==> src/rtl/uidbuf_pkg.sv <==
// Shared definitions for the read-side FDMA address engine: FSM encoding
// and the elaboration-time burst geometry helpers.
package uidbuf_pkg;

  localparam logic [2:0] S_IDLE  = 3'd0;
  localparam logic [2:0] S_RST   = 3'd1;
  localparam logic [2:0] S_REQ   = 3'd2;
  localparam logic [2:0] S_WBUSY = 3'd3;
  localparam logic [2:0] S_WDONE = 3'd4;

  function automatic int clog2(input int value);
    int r;
    r = 0;
    while ((1 << r) < value) r++;
    return r;
  endfunction

  function automatic int burst_len(input int xsize, input int dw, input int axi_dw, input int xdiv);
    return xsize * dw / axi_dw / xdiv;
  endfunction

  function automatic int inc_bytes(input int xsize, input int dw, input int xdiv);
    return xsize * (dw / 8) / xdiv;
  endfunction

  // Last burst of a line also skips the stride padding to reach the next line start.
  function automatic int last_inc_bytes(input int xsize, input int xstride, input int dw, input int xdiv);
    return (xstride - xsize) * (dw / 8) + inc_bytes(xsize, dw, xdiv);
  endfunction

endpackage

==> src/rtl/uidbuf_ch_base_rom.sv <==
// Constant per-channel base address mux; every entry is folded at elaboration.
module uidbuf_ch_base_rom #(
  parameter int     AW        = 32,
  parameter int     NUM_CH    = 4,
  parameter int     CH_W      = 2,
  parameter longint BASE_ADDR = 0,
  parameter longint CH_STRIDE = 0
) (
  input  logic [CH_W-1:0] ch,
  output logic [AW-1:0]   base
);

  always_comb begin
    base = AW'(BASE_ADDR);
    for (int i = 0; i < NUM_CH; i++) begin
      if (ch == CH_W'(i)) base = AW'(BASE_ADDR + longint'(i) * CH_STRIDE);
    end
  end

endmodule

==> src/rtl/uidbuf_r_mch_addr_gen.sv <==
// Read-side FDMA request engine: picks a source channel per frame, resets the
// downstream FIFO, then walks YSIZE*XDIV bursts throttled on FIFO fill level.
module uidbuf_r_mch_addr_gen
  import uidbuf_pkg::*;
#(
  parameter int     AXI_DATA_WIDTH = 128,
  parameter int     AXI_ADDR_WIDTH = 32,
  parameter int     DATAWIDTH      = 32,
  parameter int     DSIZEBITS      = 24,
  parameter int     XSIZE          = 1920,
  parameter int     XSTRIDE        = 1920,
  parameter int     YSIZE          = 1080,
  parameter int     XDIV           = 2,
  parameter int     NUM_CH         = 4,
  parameter longint BASE_ADDR      = 1843200,
  parameter longint CH_STRIDE      = 1843200,
  parameter int     FIFO_DEPTH     = 512,
  parameter int     WCNT_W         = 10,
  parameter int     RST_HI         = 40,
  parameter int     RST_TOTAL      = 100,
  parameter int     IRQ_CYCLES     = 60,
  localparam int    CH_W           = (NUM_CH > 1) ? clog2(NUM_CH) : 1
) (
  input  logic                      I_ui_clk,
  input  logic                      I_ui_rstn,
  input  logic                      I_fs,
  input  logic [CH_W-1:0]           I_ch_sel,
  input  logic [7:0]                I_buf_idx,
  input  logic [WCNT_W-1:0]         I_fifo_wcnt,
  input  logic                      I_fdma_rbusy,
  output logic [AXI_ADDR_WIDTH-1:0] O_fdma_raddr,
  output logic                      O_fdma_rareq,
  output logic [15:0]               O_fdma_rsize,
  output logic                      O_fifo_rst,
  output logic [CH_W-1:0]           O_cur_ch,
  output logic [7:0]                O_rbuf,
  output logic                      O_irq,
  output logic                      O_fs_miss,
  output logic                      O_sel_err
);

  localparam int BURST    = burst_len(XSIZE, DATAWIDTH, AXI_DATA_WIDTH, XDIV);
  localparam int INC      = inc_bytes(XSIZE, DATAWIDTH, XDIV);
  localparam int LAST_INC = last_inc_bytes(XSIZE, XSTRIDE, DATAWIDTH, XDIV);
  localparam int TIMES    = YSIZE * XDIV;
  localparam int BCNT_W   = clog2(TIMES + 1);
  localparam int RST_W    = clog2(RST_TOTAL + 1);
  localparam int IRQ_W    = clog2(IRQ_CYCLES + 1);

  logic [2:0]           state_q, state_d;
  logic [DSIZEBITS-1:0] r_addr_q, r_addr_d;
  logic [BCNT_W-1:0]    bcnt_q, bcnt_d;
  logic [3:0]           div_cnt_q, div_cnt_d;
  logic [RST_W-1:0]     rst_cnt_q, rst_cnt_d;
  logic [IRQ_W-1:0]     irq_cnt_q, irq_cnt_d;
  logic [7:0]           bufn_q, bufn_d;
  logic [7:0]           rbuf_q, rbuf_d;
  logic [CH_W-1:0]      cur_ch_q, cur_ch_d;
  logic                 rareq_q, rareq_d;
  logic                 fifo_rst_q, fifo_rst_d;
  logic                 fs_miss_q, fs_miss_d;
  logic                 sel_err_q, sel_err_d;
  logic [AXI_ADDR_WIDTH-1:0] ch_base;

  uidbuf_ch_base_rom #(
    .AW        (AXI_ADDR_WIDTH),
    .NUM_CH    (NUM_CH),
    .CH_W      (CH_W),
    .BASE_ADDR (BASE_ADDR),
    .CH_STRIDE (CH_STRIDE)
  ) u_base_rom (
    .ch   (cur_ch_q),
    .base (ch_base)
  );

  always_comb begin
    state_d    = state_q;
    r_addr_d   = r_addr_q;
    bcnt_d     = bcnt_q;
    div_cnt_d  = div_cnt_q;
    rst_cnt_d  = rst_cnt_q;
    bufn_d     = bufn_q;
    rbuf_d     = rbuf_q;
    cur_ch_d   = cur_ch_q;
    rareq_d    = rareq_q;
    sel_err_d  = sel_err_q;
    fs_miss_d  = I_fs && (state_q != S_IDLE);
    irq_cnt_d  = (irq_cnt_q != '0) ? irq_cnt_q - IRQ_W'(1) : '0;

    case (state_q)
      S_IDLE: begin
        r_addr_d  = '0;
        bcnt_d    = '0;
        div_cnt_d = '0;
        rst_cnt_d = '0;
        if (I_fs) begin
          if (int'(I_ch_sel) < NUM_CH) cur_ch_d = I_ch_sel;
          else                         sel_err_d = 1'b1;
          state_d = S_RST;
        end
      end
      S_RST: begin
        bufn_d = I_buf_idx;
        if (int'(rst_cnt_q) < RST_TOTAL - 1) rst_cnt_d = rst_cnt_q + RST_W'(1);
        // A previous frame's irq must finish before the next frame starts fetching.
        if (int'(rst_cnt_q) >= RST_TOTAL - 1 && irq_cnt_q == '0) state_d = S_REQ;
      end
      S_REQ: begin
        if (!I_fdma_rbusy && int'(I_fifo_wcnt) < FIFO_DEPTH - BURST) begin
          rareq_d = 1'b1;
          state_d = S_WBUSY;
        end
      end
      S_WBUSY: begin
        if (I_fdma_rbusy) begin
          rareq_d = 1'b0;
          state_d = S_WDONE;
        end
      end
      S_WDONE: begin
        if (!I_fdma_rbusy) begin
          if (int'(bcnt_q) == TIMES - 1) begin
            state_d   = S_IDLE;
            irq_cnt_d = IRQ_W'(IRQ_CYCLES);
            rbuf_d    = bufn_q;
          end else begin
            if (int'(div_cnt_q) < XDIV - 1) begin
              r_addr_d  = r_addr_q + DSIZEBITS'(INC);
              div_cnt_d = div_cnt_q + 4'd1;
            end else begin
              r_addr_d  = r_addr_q + DSIZEBITS'(LAST_INC);
              div_cnt_d = '0;
            end
            bcnt_d  = bcnt_q + BCNT_W'(1);
            state_d = S_REQ;
          end
        end
      end
      default: begin
        state_d = S_IDLE;
        rareq_d = 1'b0;
      end
    endcase

    fifo_rst_d = (state_d == S_RST) && (int'(rst_cnt_d) < RST_HI);
  end

  always_ff @(posedge I_ui_clk or negedge I_ui_rstn) begin
    if (!I_ui_rstn) begin
      state_q    <= S_IDLE;
      r_addr_q   <= '0;
      bcnt_q     <= '0;
      div_cnt_q  <= '0;
      rst_cnt_q  <= '0;
      irq_cnt_q  <= '0;
      bufn_q     <= '0;
      rbuf_q     <= '0;
      cur_ch_q   <= '0;
      rareq_q    <= 1'b0;
      fifo_rst_q <= 1'b0;
      fs_miss_q  <= 1'b0;
      sel_err_q  <= 1'b0;
    end else begin
      state_q    <= state_d;
      r_addr_q   <= r_addr_d;
      bcnt_q     <= bcnt_d;
      div_cnt_q  <= div_cnt_d;
      rst_cnt_q  <= rst_cnt_d;
      irq_cnt_q  <= irq_cnt_d;
      bufn_q     <= bufn_d;
      rbuf_q     <= rbuf_d;
      cur_ch_q   <= cur_ch_d;
      rareq_q    <= rareq_d;
      fifo_rst_q <= fifo_rst_d;
      fs_miss_q  <= fs_miss_d;
      sel_err_q  <= sel_err_d;
    end
  end

  assign O_fdma_raddr = ch_base + AXI_ADDR_WIDTH'({bufn_q, r_addr_q});
  assign O_fdma_rareq = rareq_q;
  assign O_fdma_rsize = 16'(BURST);
  assign O_fifo_rst   = fifo_rst_q;
  assign O_cur_ch     = cur_ch_q;
  assign O_rbuf       = rbuf_q;
  assign O_irq        = (irq_cnt_q != '0);
  assign O_fs_miss    = fs_miss_q;
  assign O_sel_err    = sel_err_q;

endmodule

==> config.mk <==
export PLATFORM = sky130hd
export DESIGN_NAME = uidbuf_r_mch_addr_gen
export DESIGN_NICKNAME = d
export VERILOG_FILES = /design/src/rtl/uidbuf_pkg.sv /design/src/rtl/uidbuf_ch_base_rom.sv /design/src/rtl/uidbuf_r_mch_addr_gen.sv
export SDC_FILE = /design/constraint.sdc
export NUM_CORES = 1
export LEC_CHECK = 0
export ABC_CLOCK_PERIOD_IN_PS = 6000
export BUFFER_PORTS_ARGS = -buffer_cell sky130_fd_sc_hd__buf_2
export CORE_ASPECT_RATIO = 1.25
export CORE_MARGIN = 4
export CORE_UTILIZATION = 29
export CTS_CLUSTER_DIAMETER = 60
export DETAILED_ROUTE_END_ITERATION = 8
export PLACE_DENSITY = 0.59
export RECOVER_POWER = 100
export SLEW_MARGIN = 5
export SYNTH_ARGS = -nofsm -noshare
export SYNTH_HDL_FRONTEND = slang
export SYNTH_HIERARCHICAL = 1
export SYNTH_SLANG_ARGS = --single-unit
export TNS_END_PERCENT = 30
==> constraint.sdc <==
create_clock -name I_ui_clk -period 6 [get_ports I_ui_clk]
set_clock_uncertainty 0.2 [all_clocks]
set_input_delay 0.3 -clock I_ui_clk [delete_from_list [all_inputs] [get_ports I_ui_clk]]
set_output_delay 0.3 -clock I_ui_clk [all_outputs]
set_load 0.02 [all_outputs]
==> flow_summary.yaml <==
logic_synthesis:
  synth_top_cell_area_share: 0.331
  synth_warnings: 6
  ys_top_cells_by_area: "dfrtp_1, ha_1, buf_4"
  synth.distinct_cells: 77
  yosysSeqAreaShare: 0.331
  synth_flop_cell: "dfrtp_1"
  synth-seq-cells: 65
  syn_avg_cell_area_um2: 9.43
  synthArstFlopShare: 1.00
  synth_enable_flop_cells: 0
  syn_area_mm2: 0.00491
  synth_area_leader_cell: "dfrtp_1"
  syn_inst: 521
clock_tree:
  ctsResizeCount: 0
  cts_root_buffer: "clkbuf_16"
  cts_tree: "yes"
  numCtsBuffers: 9
  cts.sink_count: 65
  cts_max_path_buffers: 2
  clkLatencyLatePin_ns: 0.33
  ctsHtreeMaxLevel: 3
  postCtsSetupBuffers: 0
  path_clk_slew_ns: 0.06
die:
  dieArea_mm2: 0.0191
  io_pins: 87
  core_mm2: 0.0164
  start_util: 0.300
  rows: 52
  die-width_um: 124
  die_h_um: 154
global_routing:
  antenna_found_initial: 0
  grt_pass1_vias: 3657
  grt_pass1_wl_um: 18300
  grtUsageTotal: 0.115
  grt_overflow: 0
  grt_max_degree: 66
worst_setup_path:
  crit_buf_inv: 2
  path_max_fanout: 6
  critical_path.top_delay_family: "compound AO/OA/AOI/OAI gates"
  critical_path.cell_chain: "inv_1 > ha_1 > or2_1 > ha_1 > a21oi_1 > o21ai_0 > a311oi_1 > a21boi_0 > o21ai_1 > xor2_1 > clkbuf_1"
  critical_path_required_ns: 5.50
  endpoint_kind: "primary output"
  slowest_delay_ns: 0.51
  critical_path_arrival_ns: 3.64
  r2r_setup_slack_ns: 2.00
  reg2reg_from: "bcnt_q[0]"
  slowest_stage: "a311oi_1"
  path_common_cell: "ha_1"
  path_class: "register to primary output"
  cp-start-kind: "register"
  r2r_end: "r_addr_q[14]"
  rr_worst_depth: 7
routing:
  dr.pass1.iters: 4
  drc_errors: 0
  avgRoutedWirePerCell_um: 13.7
  totalWireLength_um: 10800
  antenna_left: 0
  vias: 3712
  drtIter0Drc: 214
  avgViaCountPerCell: 4.70
timing:
  min_period_ns: 4.14
  setup_slack_ns: 1.86
  max_slew_margin: -1.39
  slew_violations: 83
  finalSetupViolCount: 0
  worst_pin_slew_ns: 3.58
  period_share: 0.690
  rsz0062_at_grt: "false"
  setup_tns_ns: 0
  maxClockFrequency_mhz: 241
  hold_viol: 0
  hold-worst-slack_ns: 0.00852
pwr:
  power_leakage_nw: 2.42
  irDropWorstVdd_uv: 144
  power_density_mw_per_mm2: 324
worst_hold_path:
  hold_start: "I_ch_sel[1]"
  hold_end: "O_cur_ch[1]"
  worstHoldPathCells: 2
  hp-class: "input pin to register"
placed_design:
  gp_congestion: 0.793
  port_buffers: 57
  place_hpwl_um: 8130
  preCtsSetupSlack_ns: 2.62
flow_run:
  maxCapViolations: 2
outcome:
  violations: "capacitance limit, slew limit"
  outcome: "finished, violations left"
cells_and_area:
  fillers: 1772
  layout-drive-gt1-share: 0.119
  nNetsFinal: 625
  n_antenna_cell: 0
  syn_to_final_growth_pct: 8.40
-- worst register-to-register path, cell delays in order, from the launching register on --
cell	delay (ns)
dfrtp_1	0.45
ha_1	0.28
nor4b_1	0.65
a31oi_4	0.22
o21ai_0	1.55
nor3_1	0.21
xnor2_1	0.23
nor2_1	0.06
-- routing by layer --
| metal | global-route usage | up-vias | part of all wire |
|---|---|---|---|
| met5 | 0 | - | 0 |
| met4 | 0.0334 | 0 | 0.011 |
| met3 | 0.0257 | 11 | 0.043 |
| met2 | 0.195 | 82 | 0.50 |
| met1 | 0.147 | 1759 | 0.45 |
| li1 | - | 1860 | - |
-- what timing repair did --
action | CTS | global route
endpoints found under the hold margin | 4 | 0
hold buffers | 4 | 0
endpoints found under the setup margin | 0 | 0
-- cell type report --
cell class | instances | area (um^2) | area share
timing repair buffer | 63 | 289 | 0.0543
sequential | 65 | 1630 | 0.305
multi-input combinational | 413 | 2800 | 0.525
clock inverter | 2 | 12.5 | 0.00235
inverter | 17 | 63.8 | 0.0120
clock buffer | 13 | 270 | 0.0507
tap | 216 | 270 | 0.0507
-- per-stage QoR --
| stage | total power [mW] | instance area [um^2] | utilization | instances |
|---|---|---|---|---|
| 6_report | 1.72 | 5330 | 0.325 | 789 |
| 5_1_grt | 1.85 | 5330 | 0.325 | 789 |
| 3_3_place_gp | 1.27 | 5180 | 0.316 | 770 |
| 4_1_cts | 1.79 | 5500 | 0.335 | 789 |
| 3_5_place_dp | 1.28 | 5180 | 0.316 | 770 |
| 2_1_floorplan | 1.10 | 5060 | - | 559 |
-- flip-flops by register name, indices dropped and copies added, names as in the netlist --
| signal | cells |
|---|---|
| rst_cnt_q | 7 |
| O_fs_miss | 1 |
| O_fdma_rareq | 1 |
| O_rbuf | 8 |
| irq_cnt_q | 6 |
| bcnt_q | 12 |
| O_cur_ch | 2 |
| O_fifo_rst | 1 |
| bufn_q | 8 |
| r_addr_q | 16 |
| state_q | 3 |
-- cell usage in the layout (no fill, tap or decap), types with 3 or more instances in the layout --
cell	instances
nor2_1	41
xor2_1	19
and4_1	3
a21oi_1	30
dfrtp_1	65
clkbuf_16	9
o21bai_1	3
dlygate4sd3_1	4
nor3_1	12
mux2i_1	4
clkbuf_1	38
ha_1	32
mux2_1	4
o22ai_1	3
inv_1	16
or3_1	4
o21a_1	4
mux2_2	14
nor3b_1	3
nand3_1	25
conb_1	42
nand2_1	35
o211ai_1	3
a31oi_1	7
and3_1	9
buf_2	22
clkbuf_8	3
xnor2_1	24
nand4_1	8
o21ai_0	23
a21o_1	8
-- logic make-up after synthesis --
group                    count (synthesis)  synth area share
AND/OR/NAND/NOR                        165             0.191
adder cells (fa/ha/maj)                 32            0.0815
other                                    4           0.00305
buffers and inverters                   81             0.107
AO/OA/AOI/OAI                          109             0.157
flip-flops                              65             0.331
multiplexers                            22            0.0524
XOR/XNOR                                43            0.0766
-- how the worst max path moves through the flow --
stage / from / end / cells past startpoint / slack, ns
global placement: O_cur_ch[0] / O_fdma_raddr[31] / 11 / 2.65
floorplan: O_cur_ch[0] / O_fdma_raddr[28] / 10 / 2.86
global route: bcnt_q[0] / bcnt_q[10] / 7 / 1.48
detailed placement: O_cur_ch[0] / O_fdma_raddr[31] / 11 / 2.62
CTS: O_cur_ch[0] / O_fdma_raddr[31] / 11 / 2.26
finish: O_cur_ch[0] / O_fdma_raddr[30] / 11 / 1.86
-- Yosys cell counts (6+ instances only) --
cell type	n
a21o_1	8
a21oi_1	29
a31oi_1	6
and3_1	9
buf_4	44
buf_6	6
clkbuf_1	11
dfrtp_1	65
ha_1	32
inv_1	16
mux2_2	14
nand2_1	35
nand3_1	24
nand4_1	8
nor2_1	39
nor3_1	12
o21ai_0	22
xnor2_1	24
xor2_1	19
-- where the power goes --
part / leakage, nW / switching (mW) / total (mW) / internal (mW)
registers: 0.850 / 0.0599 / 0.544 / 0.484
logic: 1.44 / 0.443 / 0.676 / 0.233
clock network: 0.138 / 0.193 / 0.504 / 0.311
(Power assumes the default switching activity.)
